[config.mk]
export PLATFORM = sky130hd
export DESIGN_NAME = ysyx_22050550_axi_rd_arbiter_flat
export DESIGN_NICKNAME = d
export VERILOG_FILES = /design/src/rtl/ysyx_22050550_axi_rd_arbiter_pkg.sv /design/src/rtl/ysyx_22050550_axi_rd_arbiter_if.sv /design/src/rtl/ysyx_22050550_rr_pick2.sv /design/src/rtl/ysyx_22050550_axi_rd_arbiter.sv /design/src/flat_wrapper.sv
export SDC_FILE = /design/constraint.sdc
export NUM_CORES = 1
export LEC_CHECK = 0
export BUFFER_PORTS_ARGS = -buffer_cell sky130_fd_sc_hd__buf_2
export CAP_MARGIN = 20
export CORE_AREA = 2 2 172 174
export DETAILED_ROUTE_END_ITERATION = 12
export DIE_AREA = 0 0 174 176
export MAX_ROUTING_LAYER = met4
export PLACE_DENSITY = 0.35
export SLEW_MARGIN = 20
export SYNTH_ARGS = -nofsm -noshare
export SYNTH_HDL_FRONTEND = slang
export SYNTH_SLANG_ARGS = --single-unit
[constraint.sdc]
create_clock -name clock -period 3.95 [get_ports clock]
set_input_delay 0.395 -clock clock [delete_from_list [all_inputs] [get_ports clock]]
set_output_delay 0.395 -clock clock [all_outputs]
set_load 0.02 [all_outputs]
[src/rtl/ysyx_22050550_axi_rd_arbiter_pkg.sv]
// Shared definitions for the AXI read-channel arbiter: FSM states, burst and response codes.
package ysyx_22050550_axi_rd_arbiter_pkg;

    typedef enum logic [1:0] {
        IDLE = 2'd0,
        ADDR = 2'd1,
        DATA = 2'd2
    } state_e;

    localparam logic [1:0] BURST_INCR  = 2'b01;

    localparam logic [1:0] RESP_OKAY   = 2'b00;
    localparam logic [1:0] RESP_SLVERR = 2'b10;
    localparam logic [1:0] RESP_DECERR = 2'b11;

endpackage

[src/rtl/ysyx_22050550_axi_rd_arbiter_if.sv]
// AXI read-channel bundle (AR + R); master drives requests, slave answers with data.
interface ysyx_22050550_axi_rd_arbiter_if #(
    parameter int ADDR_W = 64,
    parameter int DATA_W = 64
);
    logic              ar_valid;
    logic              ar_ready;
    logic [ADDR_W-1:0] ar_addr;
    logic [7:0]        ar_len;
    logic [2:0]        ar_size;
    logic [1:0]        ar_burst;
    logic              r_valid;
    logic              r_ready;
    logic [DATA_W-1:0] r_data;
    logic [1:0]        r_resp;
    logic              r_last;

    modport master (
        output ar_valid, ar_addr, ar_len, ar_size, ar_burst, r_ready,
        input  ar_ready, r_valid, r_data, r_resp, r_last
    );

    modport slave (
        input  ar_valid, ar_addr, ar_len, ar_size, ar_burst, r_ready,
        output ar_ready, r_valid, r_data, r_resp, r_last
    );
endinterface

[src/rtl/ysyx_22050550_rr_pick2.sv]
// Two-requester picker: round-robin against last_gnt, or fixed priority with requester 1 on top.
module ysyx_22050550_rr_pick2 #(
    parameter bit RR_EN = 1'b1
) (
    input  logic [1:0] req,
    input  logic       last_gnt,
    output logic       gnt
);
    always_comb begin
        gnt = req[1];
        if (req == 2'b11) begin
            gnt = RR_EN ? ~last_gnt : 1'b1;
        end
    end
endmodule

[src/rtl/ysyx_22050550_axi_rd_arbiter.sv]
// Arbitrates the AR/R channels of two read masters onto one AXI slave port,
// one transaction at a time, and flags R-channel length violations.
module ysyx_22050550_axi_rd_arbiter
    import ysyx_22050550_axi_rd_arbiter_pkg::*;
#(
    parameter int ADDR_W = 64,
    parameter int DATA_W = 64,
    parameter bit RR_EN  = 1'b1
) (
    input  logic clock,
    input  logic reset,
    ysyx_22050550_axi_rd_arbiter_if.slave  m0,
    ysyx_22050550_axi_rd_arbiter_if.slave  m1,
    ysyx_22050550_axi_rd_arbiter_if.master s,
    output logic busy,
    output logic proto_err
);
    state_e            state;
    logic              gnt;
    logic              last_gnt;
    logic [7:0]        beat_cnt;
    logic [7:0]        len_q;
    logic              pick;
    logic              r_hs;
    logic [ADDR_W-1:0] addr_sel;
    logic [DATA_W-1:0] r_data;

    ysyx_22050550_rr_pick2 #(.RR_EN(RR_EN)) u_pick (
        .req      ({m1.ar_valid, m0.ar_valid}),
        .last_gnt (last_gnt),
        .gnt      (pick)
    );

    assign r_hs = (state == DATA) && s.r_valid && s.r_ready;

    always_ff @(posedge clock or posedge reset) begin
        if (reset) begin
            state     <= IDLE;
            gnt       <= 1'b0;
            last_gnt  <= 1'b1;
            beat_cnt  <= '0;
            len_q     <= '0;
            proto_err <= 1'b0;
        end else begin
            case (state)
                IDLE: begin
                    if (m0.ar_valid || m1.ar_valid) begin
                        gnt   <= pick;
                        len_q <= pick ? m1.ar_len : m0.ar_len;
                        state <= ADDR;
                    end
                end
                ADDR: begin
                    if (s.ar_ready) begin
                        beat_cnt <= '0;
                        state    <= DATA;
                    end
                end
                DATA: begin
                    if (r_hs) begin
                        if (beat_cnt != 8'hff) begin
                            beat_cnt <= beat_cnt + 8'd1;
                        end
                        // Early last and missing last both compare against the count before this beat.
                        if (s.r_last) begin
                            last_gnt <= gnt;
                            state    <= IDLE;
                            if (beat_cnt != len_q) begin
                                proto_err <= 1'b1;
                            end
                        end else if (beat_cnt == len_q) begin
                            proto_err <= 1'b1;
                        end
                    end
                end
                default: state <= IDLE;
            endcase
        end
    end

    always_comb begin
        addr_sel   = gnt ? m1.ar_addr : m0.ar_addr;
        r_data     = s.r_data;

        s.ar_valid = (state == ADDR);
        s.ar_addr  = addr_sel;
        s.ar_len   = gnt ? m1.ar_len   : m0.ar_len;
        s.ar_size  = gnt ? m1.ar_size  : m0.ar_size;
        s.ar_burst = gnt ? m1.ar_burst : m0.ar_burst;
        s.r_ready  = (state == DATA) && (gnt ? m1.r_ready : m0.r_ready);

        m0.ar_ready = (state == ADDR) && !gnt && s.ar_ready;
        m1.ar_ready = (state == ADDR) &&  gnt && s.ar_ready;

        m0.r_valid = (state == DATA) && !gnt && s.r_valid;
        m0.r_data  = r_data;
        m0.r_resp  = s.r_resp;
        m0.r_last  = s.r_last;

        m1.r_valid = (state == DATA) &&  gnt && s.r_valid;
        m1.r_data  = r_data;
        m1.r_resp  = s.r_resp;
        m1.r_last  = s.r_last;

        busy = (state != IDLE);
    end
endmodule
[src/flat_wrapper.sv]
// flat-port wrapper written by rule: the top's interface ports become plain ports
module ysyx_22050550_axi_rd_arbiter_flat import ysyx_22050550_axi_rd_arbiter_pkg::*;
#(
    parameter int ADDR_W = 64,
    parameter int DATA_W = 64,
    parameter bit RR_EN  = 1'b1
)
  (clock, reset, busy, proto_err, m0_ar_valid, m0_ar_addr, m0_ar_len, m0_ar_size, m0_ar_burst, m0_r_ready, m0_ar_ready, m0_r_valid, m0_r_data, m0_r_resp, m0_r_last, m1_ar_valid, m1_ar_addr, m1_ar_len, m1_ar_size, m1_ar_burst, m1_r_ready, m1_ar_ready, m1_r_valid, m1_r_data, m1_r_resp, m1_r_last, s_ar_valid, s_ar_addr, s_ar_len, s_ar_size, s_ar_burst, s_r_ready, s_ar_ready, s_r_valid, s_r_data, s_r_resp, s_r_last);
  ysyx_22050550_axi_rd_arbiter_if #(.ADDR_W(ADDR_W), .DATA_W(DATA_W)) m0_i ();
  ysyx_22050550_axi_rd_arbiter_if #(.ADDR_W(ADDR_W), .DATA_W(DATA_W)) m1_i ();
  ysyx_22050550_axi_rd_arbiter_if #(.ADDR_W(ADDR_W), .DATA_W(DATA_W)) s_i ();
  input  logic clock;
  input  logic reset;
  output logic busy;
  output logic proto_err;
  input wire logic [$bits(m0_i.ar_valid)-1:0] m0_ar_valid;
  input wire logic [$bits(m0_i.ar_addr)-1:0] m0_ar_addr;
  input wire logic [$bits(m0_i.ar_len)-1:0] m0_ar_len;
  input wire logic [$bits(m0_i.ar_size)-1:0] m0_ar_size;
  input wire logic [$bits(m0_i.ar_burst)-1:0] m0_ar_burst;
  input wire logic [$bits(m0_i.r_ready)-1:0] m0_r_ready;
  output wire logic [$bits(m0_i.ar_ready)-1:0] m0_ar_ready;
  output wire logic [$bits(m0_i.r_valid)-1:0] m0_r_valid;
  output wire logic [$bits(m0_i.r_data)-1:0] m0_r_data;
  output wire logic [$bits(m0_i.r_resp)-1:0] m0_r_resp;
  output wire logic [$bits(m0_i.r_last)-1:0] m0_r_last;
  input wire logic [$bits(m1_i.ar_valid)-1:0] m1_ar_valid;
  input wire logic [$bits(m1_i.ar_addr)-1:0] m1_ar_addr;
  input wire logic [$bits(m1_i.ar_len)-1:0] m1_ar_len;
  input wire logic [$bits(m1_i.ar_size)-1:0] m1_ar_size;
  input wire logic [$bits(m1_i.ar_burst)-1:0] m1_ar_burst;
  input wire logic [$bits(m1_i.r_ready)-1:0] m1_r_ready;
  output wire logic [$bits(m1_i.ar_ready)-1:0] m1_ar_ready;
  output wire logic [$bits(m1_i.r_valid)-1:0] m1_r_valid;
  output wire logic [$bits(m1_i.r_data)-1:0] m1_r_data;
  output wire logic [$bits(m1_i.r_resp)-1:0] m1_r_resp;
  output wire logic [$bits(m1_i.r_last)-1:0] m1_r_last;
  output wire logic [$bits(s_i.ar_valid)-1:0] s_ar_valid;
  output wire logic [$bits(s_i.ar_addr)-1:0] s_ar_addr;
  output wire logic [$bits(s_i.ar_len)-1:0] s_ar_len;
  output wire logic [$bits(s_i.ar_size)-1:0] s_ar_size;
  output wire logic [$bits(s_i.ar_burst)-1:0] s_ar_burst;
  output wire logic [$bits(s_i.r_ready)-1:0] s_r_ready;
  input wire logic [$bits(s_i.ar_ready)-1:0] s_ar_ready;
  input wire logic [$bits(s_i.r_valid)-1:0] s_r_valid;
  input wire logic [$bits(s_i.r_data)-1:0] s_r_data;
  input wire logic [$bits(s_i.r_resp)-1:0] s_r_resp;
  input wire logic [$bits(s_i.r_last)-1:0] s_r_last;
  assign m0_i.ar_valid = m0_ar_valid;
  assign m0_i.ar_addr = m0_ar_addr;
  assign m0_i.ar_len = m0_ar_len;
  assign m0_i.ar_size = m0_ar_size;
  assign m0_i.ar_burst = m0_ar_burst;
  assign m0_i.r_ready = m0_r_ready;
  assign m0_ar_ready = m0_i.ar_ready;
  assign m0_r_valid = m0_i.r_valid;
  assign m0_r_data = m0_i.r_data;
  assign m0_r_resp = m0_i.r_resp;
  assign m0_r_last = m0_i.r_last;
  assign m1_i.ar_valid = m1_ar_valid;
  assign m1_i.ar_addr = m1_ar_addr;
  assign m1_i.ar_len = m1_ar_len;
  assign m1_i.ar_size = m1_ar_size;
  assign m1_i.ar_burst = m1_ar_burst;
  assign m1_i.r_ready = m1_r_ready;
  assign m1_ar_ready = m1_i.ar_ready;
  assign m1_r_valid = m1_i.r_valid;
  assign m1_r_data = m1_i.r_data;
  assign m1_r_resp = m1_i.r_resp;
  assign m1_r_last = m1_i.r_last;
  assign s_ar_valid = s_i.ar_valid;
  assign s_ar_addr = s_i.ar_addr;
  assign s_ar_len = s_i.ar_len;
  assign s_ar_size = s_i.ar_size;
  assign s_ar_burst = s_i.ar_burst;
  assign s_r_ready = s_i.r_ready;
  assign s_i.ar_ready = s_ar_ready;
  assign s_i.r_valid = s_r_valid;
  assign s_i.r_data = s_r_data;
  assign s_i.r_resp = s_r_resp;
  assign s_i.r_last = s_r_last;
  ysyx_22050550_axi_rd_arbiter #(.ADDR_W(ADDR_W), .DATA_W(DATA_W), .RR_EN(RR_EN)) u_core (.clock(clock), .reset(reset), .m0(m0_i), .m1(m1_i), .s(s_i), .busy(busy), .proto_err(proto_err));
endmodule
==> results_dict.tcl, run 1 <==
set metrics [dict create \
    layout_common_cells "buf_2, mux2_2, dfrtp_1" \
    criticalPathCategory "reg -> out" \
    power_w 0.00215 \
    status "completed" \
    hold_viol 0 \
    clock.fmax_mhz 424 \
    grt_pass1_wl_um 17500 \
    path_clk_slew_ps 60 \
    synth_edf_count 0 \
    portBuffers 249 \
    grt_overflow_total 0 \
    io_pins 448 \
    drive_above_1_share_pct 74.3 \
    critPathMaxFanout 49 \
    place_area_um2 3820 \
    leakage_nw 1.86 \
    maxCapViolations 0 \
    vias_per_cell 3.27 \
    antenna_found_initial 2 \
    cts_tree "yes" \
    hpwl_um 11800 \
    endpoint_kind "output pin" \
    drv_slew 0 \
    clock_latency_ps 260 \
    fin_setup_tns_ps 0 \
    syn_nets 576 \
    fin_worst_skew_ps 5.56 \
    totalWireLength_um 13400 \
    vias 2754 \
    grt_pass1_vias 2653 \
    synthToLayoutAreaGrowth_pct 24.9 \
    crit_arrival_ps 1960 \
    dpl.cell_count 836 \
    cts_sinks 21 \
    p_per_area_nw_per_um2 550 \
    fp.dieH_um 176 \
    cts_setup_buffers 0 \
    num_rows 62 \
    dieArea_um2 30600 \
    syn_area_per_cell_um2 9.04 \
    synth_flop_cell "dfrtp_1" \
    hold_slack_ps 316 \
    dr.pass1.iters 4 \
    slew_headroom_pct 40.6 \
    grt_max_degree 50 \
    fin_crit_ps 2360 \
    place_congestion 0.676 \
    drt-initial-drc-count 84 \
    wl_per_cell_um 15.9 \
    synth_cell_types 38 \
    tightest_slew_ps 890 \
    htreeDepth 1 \
    numCtsBuffers 3 \
    layout.cells.non_filler 841 \
    ys_ff_latch 21 \
    cp-start-kind "flop" \
    clockBufferDepth 2 \
    cts_root_buf "clkbuf_16" \
    fp.dieW_um 174 \
    synth_cells 346 \
    grt_usage_pct 8.01 \
    detail-route-antenna-nets 0 \
    critPathRequiredTime_ps 3560 \
    layout_commonest_cell "buf_2" \
    core_area_um2 28500 \
    cts_repair_resize_count 0 \
    finalCritPeriodShare_pct 59.7 \
    ctsHoldBuffers 0 \
    start_util_pct 11.0 \
    final_area_um2 3910 \
    rsz0062_at_grt "no" \
    final_nets 687 \
    async_flop_share_pct 100 \
    synthesis.area_um2 3130 \
    ir_drop_uv 210 \
    worstHoldPathType "in -> async" \
    drc 0 \
    synth.yosys.seq_area_share_pct 16.8 \
    synth_warnings 0 \
    setup_viol 0 \
]
registers in the layout, indices dropped and copies added, names as in the netlist:
| signal | cells |
|---|---|
| u_core.gnt | 1 |
| u_core.beat_cnt | 8 |
| u_core.proto_err | 1 |
| u_core.last_gnt | 1 |
| u_core.state | 2 |
| u_core.len_q | 8 |
synth_stat cells (all sizes together) (2+ instances only):
cell type  number  area, um2
xnor2           8       70.1
or4             2       15.0
o211ai          2       15.0
inv             4       15.0
o21ai           7       35.0
buf           144       1060
nand4           2       12.5
o21a            2       15.0
o2bb2ai         2       17.5
and3            3       18.8
nand2           7       33.8
nor2           16       67.6
mux2i          10        100
mux2           79        890
nand3b          3       22.5
dfrtp          20        500
a21oi          12       60.1
nand3           4       20.0
a21o            2       15.0
nor2b           2       12.5
critical path, cell delays in order, from the launching register on:
cell and delay (ps):
dfrtp_4 830, buf_12 290, mux2_2 370, buf_2 160
path summary, 6_finish.rpt:
check                                          endpoint  cells after the start                         start  slack (ps)
min reg2reg                u_core.proto_err$_DFFE_PP0P_                      1  u_core.proto_err$_DFFE_PP0P_         480
min in group clock          u_core.len_q[0]$_DFFE_PP0P_                      3                  m0_ar_len[0]         460
max                                       s_ar_addr[45]                      3        u_core.gnt$_DFFE_PP0P_        1590
max in group asynchronous        u_core.gnt$_DFFE_PP0P_                      2                         reset        2990
max reg2reg                u_core.proto_err$_DFFE_PP0P_                      5        u_core.gnt$_DFFE_PP0P_        1850
min                         u_core.state[0]$_DFFE_PP0P_                      2                         reset         320
layout make-up:
| type | instances | area [um2] |
|---|---|---|
| diodes | 1 | 2.50 |
| clock buffers | 4 | 78.8 |
| repair buffers | 251 | 1270 |
| multi-input cells | 176 | 1520 |
| fillers | 3344 | 24600 |
| flip-flops and latches | 21 | 531 |
| inverters | 4 | 15.0 |
| well taps | 384 | 480 |
per-stage QoR:
| step | util (%) | setup slack (ps) |
|---|---|---|
| after global routing | 13.7 | 1490 |
| final | 13.7 | 1590 |
| after global placement | 13.4 | 1830 |
| after detailed placement | 13.4 | 1810 |
| after floorplan | - | 2430 |
| after CTS | 13.7 | 1560 |
power by group:
part	internal, W	switching [W]	total, W
clock	0.000138	0.0000842	0.000222
sequential	0.000301	0.000177	0.000478
combinational	0.000661	0.000786	0.00145
total	0.00110	0.00105	0.00215
logic make-up after synthesis:
group                    count (synthesis)  synth area share, %
buffers and inverters                  149                 34.4
multiplexers                            89                 31.7
AND/OR/NAND/NOR                         46                 8.08
AO/OA/AOI/OAI                           31                 6.08
flip-flops                              21                 16.8
XOR/XNOR                                 9                 2.52
adder cells (fa/ha/maj)                  1                0.400
layer usage:
layer | share of wire [%] | GRT usage (%) | vias up | routed length [um]
met5 | 0 | - | - | 0
met4 | 0.86 | 1.44 | 0 | 115
met3 | 14 | 4.31 | 10 | 1920
met2 | 46 | 12.2 | 262 | 6180
met1 | 39 | 9.41 | 1204 | 5180
li1 | - | - | 1278 | -
Power figures use the tool's default switching activity.
==> run 2, diff against run 1 <==
--- a/config.mk
+++ b/config.mk
@@ -7,11 +7,11 @@
 export LEC_CHECK = 0
 export BUFFER_PORTS_ARGS = -buffer_cell sky130_fd_sc_hd__buf_2
 export CAP_MARGIN = 20
-export CORE_AREA = 2 2 172 174
+export CORE_AREA = 2 2 173 175
 export DETAILED_ROUTE_END_ITERATION = 12
-export DIE_AREA = 0 0 174 176
+export DIE_AREA = 0 0 175 177
 export MAX_ROUTING_LAYER = met4
-export PLACE_DENSITY = 0.35
+export PLACE_DENSITY = 0.36
 export SLEW_MARGIN = 20
 export SYNTH_ARGS = -nofsm -noshare
 export SYNTH_HDL_FRONTEND = slang
==> constraint.sdc (replaced) <==
create_clock -name clock -period 1.9 [get_ports clock]
set_input_delay 0.19 -clock clock [delete_from_list [all_inputs] [get_ports clock]]
set_output_delay 0.19 -clock clock [all_outputs]
set_load 0.02 [all_outputs]
==> results_dict.tcl, run 2 (synthesis gave the netlist of run 1 again) <==
set metrics [dict create \
    status "completed" \
    fp.dieW_um 175 \
    portBuffers 249 \
    setup_ws_ps 53.7 \
    setup_viol 0 \
    leakage_nw 1.92 \
    finalCritPeriodShare_pct 97.2 \
    maxCapViolations 0 \
    drv_slew 0 \
    clockBufferDepth 2 \
    endpoint_kind "output pin" \
    grt_pass1_vias 2559 \
    top_regs "u_core.beat_cnt: 8 flops, u_core.len_q: 8 flops, u_core.state: 2 flops" \
    reg2reg_depth 5 \
    worstHoldStart "m0_ar_len[3]" \
    grt_overflow_total 0 \
    cpPeakStageDelay_ps 510 \
    reg2reg_slack_ps 180 \
    clock_latency_ps 250 \
    ir_drop_uv 487 \
    slew_headroom_pct 59.1 \
    crit_arrival_ps 1660 \
    min_to "u_core.len_q[3]$_DFFE_PP0P_" \
    r2r_start "u_core.gnt$_DFFE_PP0P_" \
    fin_worst_skew_ps 4.95 \
    diodes 0 \
    antenna_found_initial 1 \
    dieArea_um2 31000 \
    cts_sinks 21 \
    critPathMaxFanout 28 \
    crit_buf_inv 2 \
    cts_root_buf "clkbuf_16" \
    path_cells "buf_16, mux2_2, buf_2" \
    synthToLayoutAreaGrowth_pct 28.4 \
    start_util_pct 10.7 \
    r2r-end "u_core.proto_err$_DFFE_PP0P_" \
    grt_max_degree 29 \
    fin_util_pct 13.7 \
    detail-route-antenna-nets 0 \
    drc 0 \
    dr.pass1.iters 4 \
    hold_slack_ps 256 \
    tightest_slew_ps 609 \
    crit_family "flip-flops" \
    place_ws_ps 79.3 \
    worstHoldPathType "in -> reg" \
    io_pins 448 \
    vias_per_cell 3.17 \
    cts_tree "yes" \
    path_clk_slew_ps 60 \
    p_per_area_nw_per_um2 1170 \
    vias 2703 \
    fillers 3361 \
    cp-start-kind "flop" \
    min_path_cells 3 \
    layout_commonest_cell "buf_2" \
    layout_common_cells "buf_2, mux2_2, dfrtp_1" \
    totalWireLength_um 14200 \
    grt_pass1_wl_um 18100 \
    fin_setup_tns_ps 0 \
    drt-initial-drc-count 75 \
    hpwl_um 12500 \
    critPathRequiredTime_ps 1710 \
    place_congestion 0.737 \
    slowest_stage "dfrtp_4" \
    num_rows 63 \
    fp.dieH_um 177 \
    wl_per_cell_um 16.7 \
    drive_above_1_share_pct 74.7 \
    hold_viol 0 \
    core_area_um2 29200 \
    rsz0062_at_grt "no" \
    numCtsBuffers 3 \
    criticalPathCategory "reg -> out" \
    fin_crit_ps 1850 \
    htreeDepth 1 \
    grt_usage_pct 8.36 \
    clock.fmax_mhz 542 \
    final_nets 694 \
]
## run 2: per-layer routing
layer  share of wire, %  up-vias  wire length (um)  GRT usage (%)
li1                   -     1295                 -              -
met1                 40     1145              5760           10.1
met2                 45      261              6460           13.0
met3                 14        2              1980           4.34
met4               0.11        0                16          0.347
met5                  0        -                 0              -
## run 2: worst max-delay path by stage
stage	start	slack, ps	depth (start not counted)	end
6_report	u_core.gnt$_DFFE_PP0P_	50	3	s_ar_addr[15]
4_1_cts	u_core.gnt$_DFFE_PP0P_	30	3	s_ar_addr[15]
5_1_grt	u_core.gnt$_DFFE_PP0P_	8	3	s_ar_len[4]
3_3_place_gp	u_core.last_gnt$_DFFE_PP1P_	60	4	u_core.len_q[2]$_DFFE_PP0P_
2_1_floorplan	u_core.beat_cnt[0]$_DFFE_PP0P_	380	5	u_core.beat_cnt[3]$_DFFE_PP0P_
3_5_place_dp	u_core.last_gnt$_DFFE_PP1P_	80	4	u_core.len_q[2]$_DFFE_PP0P_
## run 2: stage by stage
stage	cells	instance area (um2)	total power (W)
after floorplan	346	3130	0.00338
after global placement	846	3870	0.00418
after detailed placement	846	3870	0.00417
after CTS	852	4000	0.00479
after global routing	853	4010	0.00505
final	853	4010	0.00470
## run 2: worst register-to-register path: stages, from the launching register on
cell and delay [ps]:
dfrtp_4 550, buf_4 170, mux2_2 250, nand2_4 80, or4_1 510, nand3b_1 90
## run 2: layout make-up
| cell class | instances | area [um2] | area share [%] |
|---|---|---|---|
| multi-input cells | 176 | 1530 | 38.1 |
| repair buffers | 258 | 1370 | 34.2 |
| flip-flops and latches | 21 | 531 | 13.2 |
| well taps | 390 | 488 | 12.2 |
| clock buffers | 4 | 78.8 | 1.96 |
| inverters | 4 | 15.0 | 0.374 |
## run 2: timing repair
item | CTS | global route
gates cloned | 1 | 0
hold buffers | 1 | 0
resized for setup | 1 | 1
setup buffers | 0 | 1
endpoints found under the hold margin | 7 | 0
endpoints found under the setup margin | 2 | 15
## run 2: report_power, final
part	leakage, nW	total [W]	internal, W	switching (W)
logic	1.62	0.00341	0.00154	0.00187
clock network	0.0382	0.000454	0.000286	0.000168
registers	0.255	0.000838	0.000629	0.000209
==> run 3, diff against run 2 <==
--- a/config.mk
+++ b/config.mk
@@ -8,10 +8,11 @@
 export BUFFER_PORTS_ARGS = -buffer_cell sky130_fd_sc_hd__buf_2
 export CAP_MARGIN = 20
 export CORE_AREA = 2 2 173 175
+export CTS_CLUSTER_SIZE = 28
 export DETAILED_ROUTE_END_ITERATION = 12
 export DIE_AREA = 0 0 175 177
 export MAX_ROUTING_LAYER = met4
-export PLACE_DENSITY = 0.36
+export SETUP_SLACK_MARGIN = 0.1
 export SLEW_MARGIN = 20
 export SYNTH_ARGS = -nofsm -noshare
 export SYNTH_HDL_FRONTEND = slang
==> results_dict.tcl, run 3 (synthesis gave the netlist of run 1 again) <==
set metrics [dict create \
    drv_slew 0 \
    reg2reg_slack_ps 210 \
    path_clk_slew_ps 60 \
    vias_per_cell 3.32 \
    p_per_area_nw_per_um2 1160 \
    status "completed" \
    num_rows 63 \
    drt-met1-wl_um 4970 \
    grt_pass1_wl_um 17600 \
    drt-initial-drc-count 196 \
    r2r_start "u_core.beat_cnt[0]$_DFFE_PP0P_" \
    worstHoldStart "m0_ar_len[2]" \
    slowest_stage "dfrtp_4" \
    reg2reg_depth 5 \
    hpwl_um 12500 \
    grt_max_degree 54 \
    leakage_nw 1.92 \
    final_nets 695 \
    grt_overflow_total 0 \
    setup_viol 0 \
    criticalPathCategory "reg -> out" \
    clockBufferDepth 2 \
    cpPeakStageDelay_ps 510 \
    grt_usage_pct 8.15 \
    min_path_cells 3 \
    cts_sinks 21 \
    antenna_found_initial 3 \
    min_to "u_core.len_q[2]$_DFFE_PP0P_" \
    wl_met3_um 2620 \
    htreeDepth 1 \
    hold_viol 0 \
    layout_common_cells "buf_2, mux2_2, dfrtp_1" \
    fillers 3351 \
    detail-route-antenna-nets 0 \
    fin_util_pct 13.7 \
    vias 2844 \
    endpoint_kind "output pin" \
    path_cells "buf_16, mux2_2, buf_2" \
    fin_setup_tns_ps 0 \
    wl_per_cell_um 16.8 \
    fp.dieW_um 175 \
    power_w 0.00465 \
    numCtsBuffers 3 \
    portBuffers 249 \
    core_area_um2 29200 \
    r2r-end "u_core.beat_cnt[1]$_DFFE_PP0P_" \
    multi_input_area_um2 1520 \
    start_util_pct 10.7 \
    worstHoldPathType "in -> reg" \
    critPathRequiredTime_ps 1710 \
    clock.fmax_mhz 563 \
    crit_start "u_core.gnt$_DFFE_PP0P_" \
    seq_area_um2 531 \
    totalWireLength_um 14400 \
    fin_crit_ps 1780 \
    drc 0 \
    layout_commonest_cell "buf_2" \
    dr.pass1.iters 6 \
    route.met2.wl_um 6220 \
    critPathMaxFanout 27 \
    cp-start-kind "flop" \
    dieArea_um2 31000 \
    maxCapViolations 0 \
    cts_root_buf "clkbuf_16" \
    crit_arrival_ps 1590 \
    routed.top_layer "met4" \
    grt_pass1_vias 2528 \
    cts_tree "yes" \
    fp.dieH_um 177 \
    slew_headroom_pct 64.2 \
    clock_latency_ps 260 \
    hold_slack_ps 250 \
    fin_worst_skew_ps 1.32 \
    drive_above_1_share_pct 74.8 \
    tightest_slew_ps 536 \
    top_regs "u_core.beat_cnt: 8 flops, u_core.len_q: 8 flops, u_core.state: 2 flops" \
    ir_drop_uv 1030 \
    io_pins 448 \
    finalCritPeriodShare_pct 93.5 \
    synthToLayoutAreaGrowth_pct 28.5 \
    place_congestion 0.764 \
    rsz0062_at_grt "yes" \
]
## run 3: cell count changes in the layout (fill, tap and decap cells not counted), sizes merged
cell,change
diode,+3
buf,+1
bufbuf,-1
clkinv,+1
## run 3: through the flow
stage               instances  instance area (um2)  worst slack [ps]
finish                    857                 4020               123
global placement          846                 3870               295
floorplan                 346                 3130               380
CTS                       851                 3970              47.6
global route              857                 4020              82.4
detailed placement        846                 3870               226
## run 3: metal layers
metal | GRT usage (%) | vias to the layer above
met5 | - | -
met4 | 3.58 | 0
met3 | 6.08 | 33
met2 | 11.2 | 278
met1 | 8.71 | 1243
li1 | - | 1290
## run 3: repair_timing
item | 4_1_cts | 5_1_grt
pin swaps | 0 | 0
cloned | 0 | 1
endpoints found under the hold margin | 11 | 0
setup endpoints to repair | 4 | 32
buffers inserted | 0 | 2
resized for setup | 1 | 0
hold buffers | 1 | 0
## run 3: critical path, delay by kind of cell, from the launching register on
family	cells	cell delay [ps]
multiplexers	1	410
buffers and inverters	2	390
flip-flops	1	510
## run 3: how the worst max path moves through the flow
stage / end / slack (ps) / cells past startpoint
floorplan: u_core.beat_cnt[3]$_DFFE_PP0P_ / 380 / 5
global placement: u_core.beat_cnt[3]$_DFFE_PP0P_ / 290 / 5
detailed placement: u_core.beat_cnt[1]$_DFFE_PP0P_ / 230 / 5
CTS: s_ar_addr[18] / 50 / 3
global route: s_ar_addr[18] / 80 / 3
finish: s_ar_addr[26] / 120 / 3
## run 3: layout make-up
cell class / count / share of cell area [%]
timing repair buffer: 259 / 34.2
clock buffer: 3 / 1.87
antenna: 3 / 0.187
clock inverter: 1 / 0.125
inverter: 4 / 0.374
multi-input combinational: 176 / 37.9
sequential: 21 / 13.2
tap: 390 / 12.1
## run 3: power by group
| part | total, W | switching [W] | internal [W] |
|---|---|---|---|
| Combinational | 0.00336 | 0.00186 | 0.00150 |
| Sequential | 0.000827 | 0.000198 | 0.000629 |
| Clock | 0.000460 | 0.000177 | 0.000283 |
| Total | 0.00465 | 0.00223 | 0.00242 |
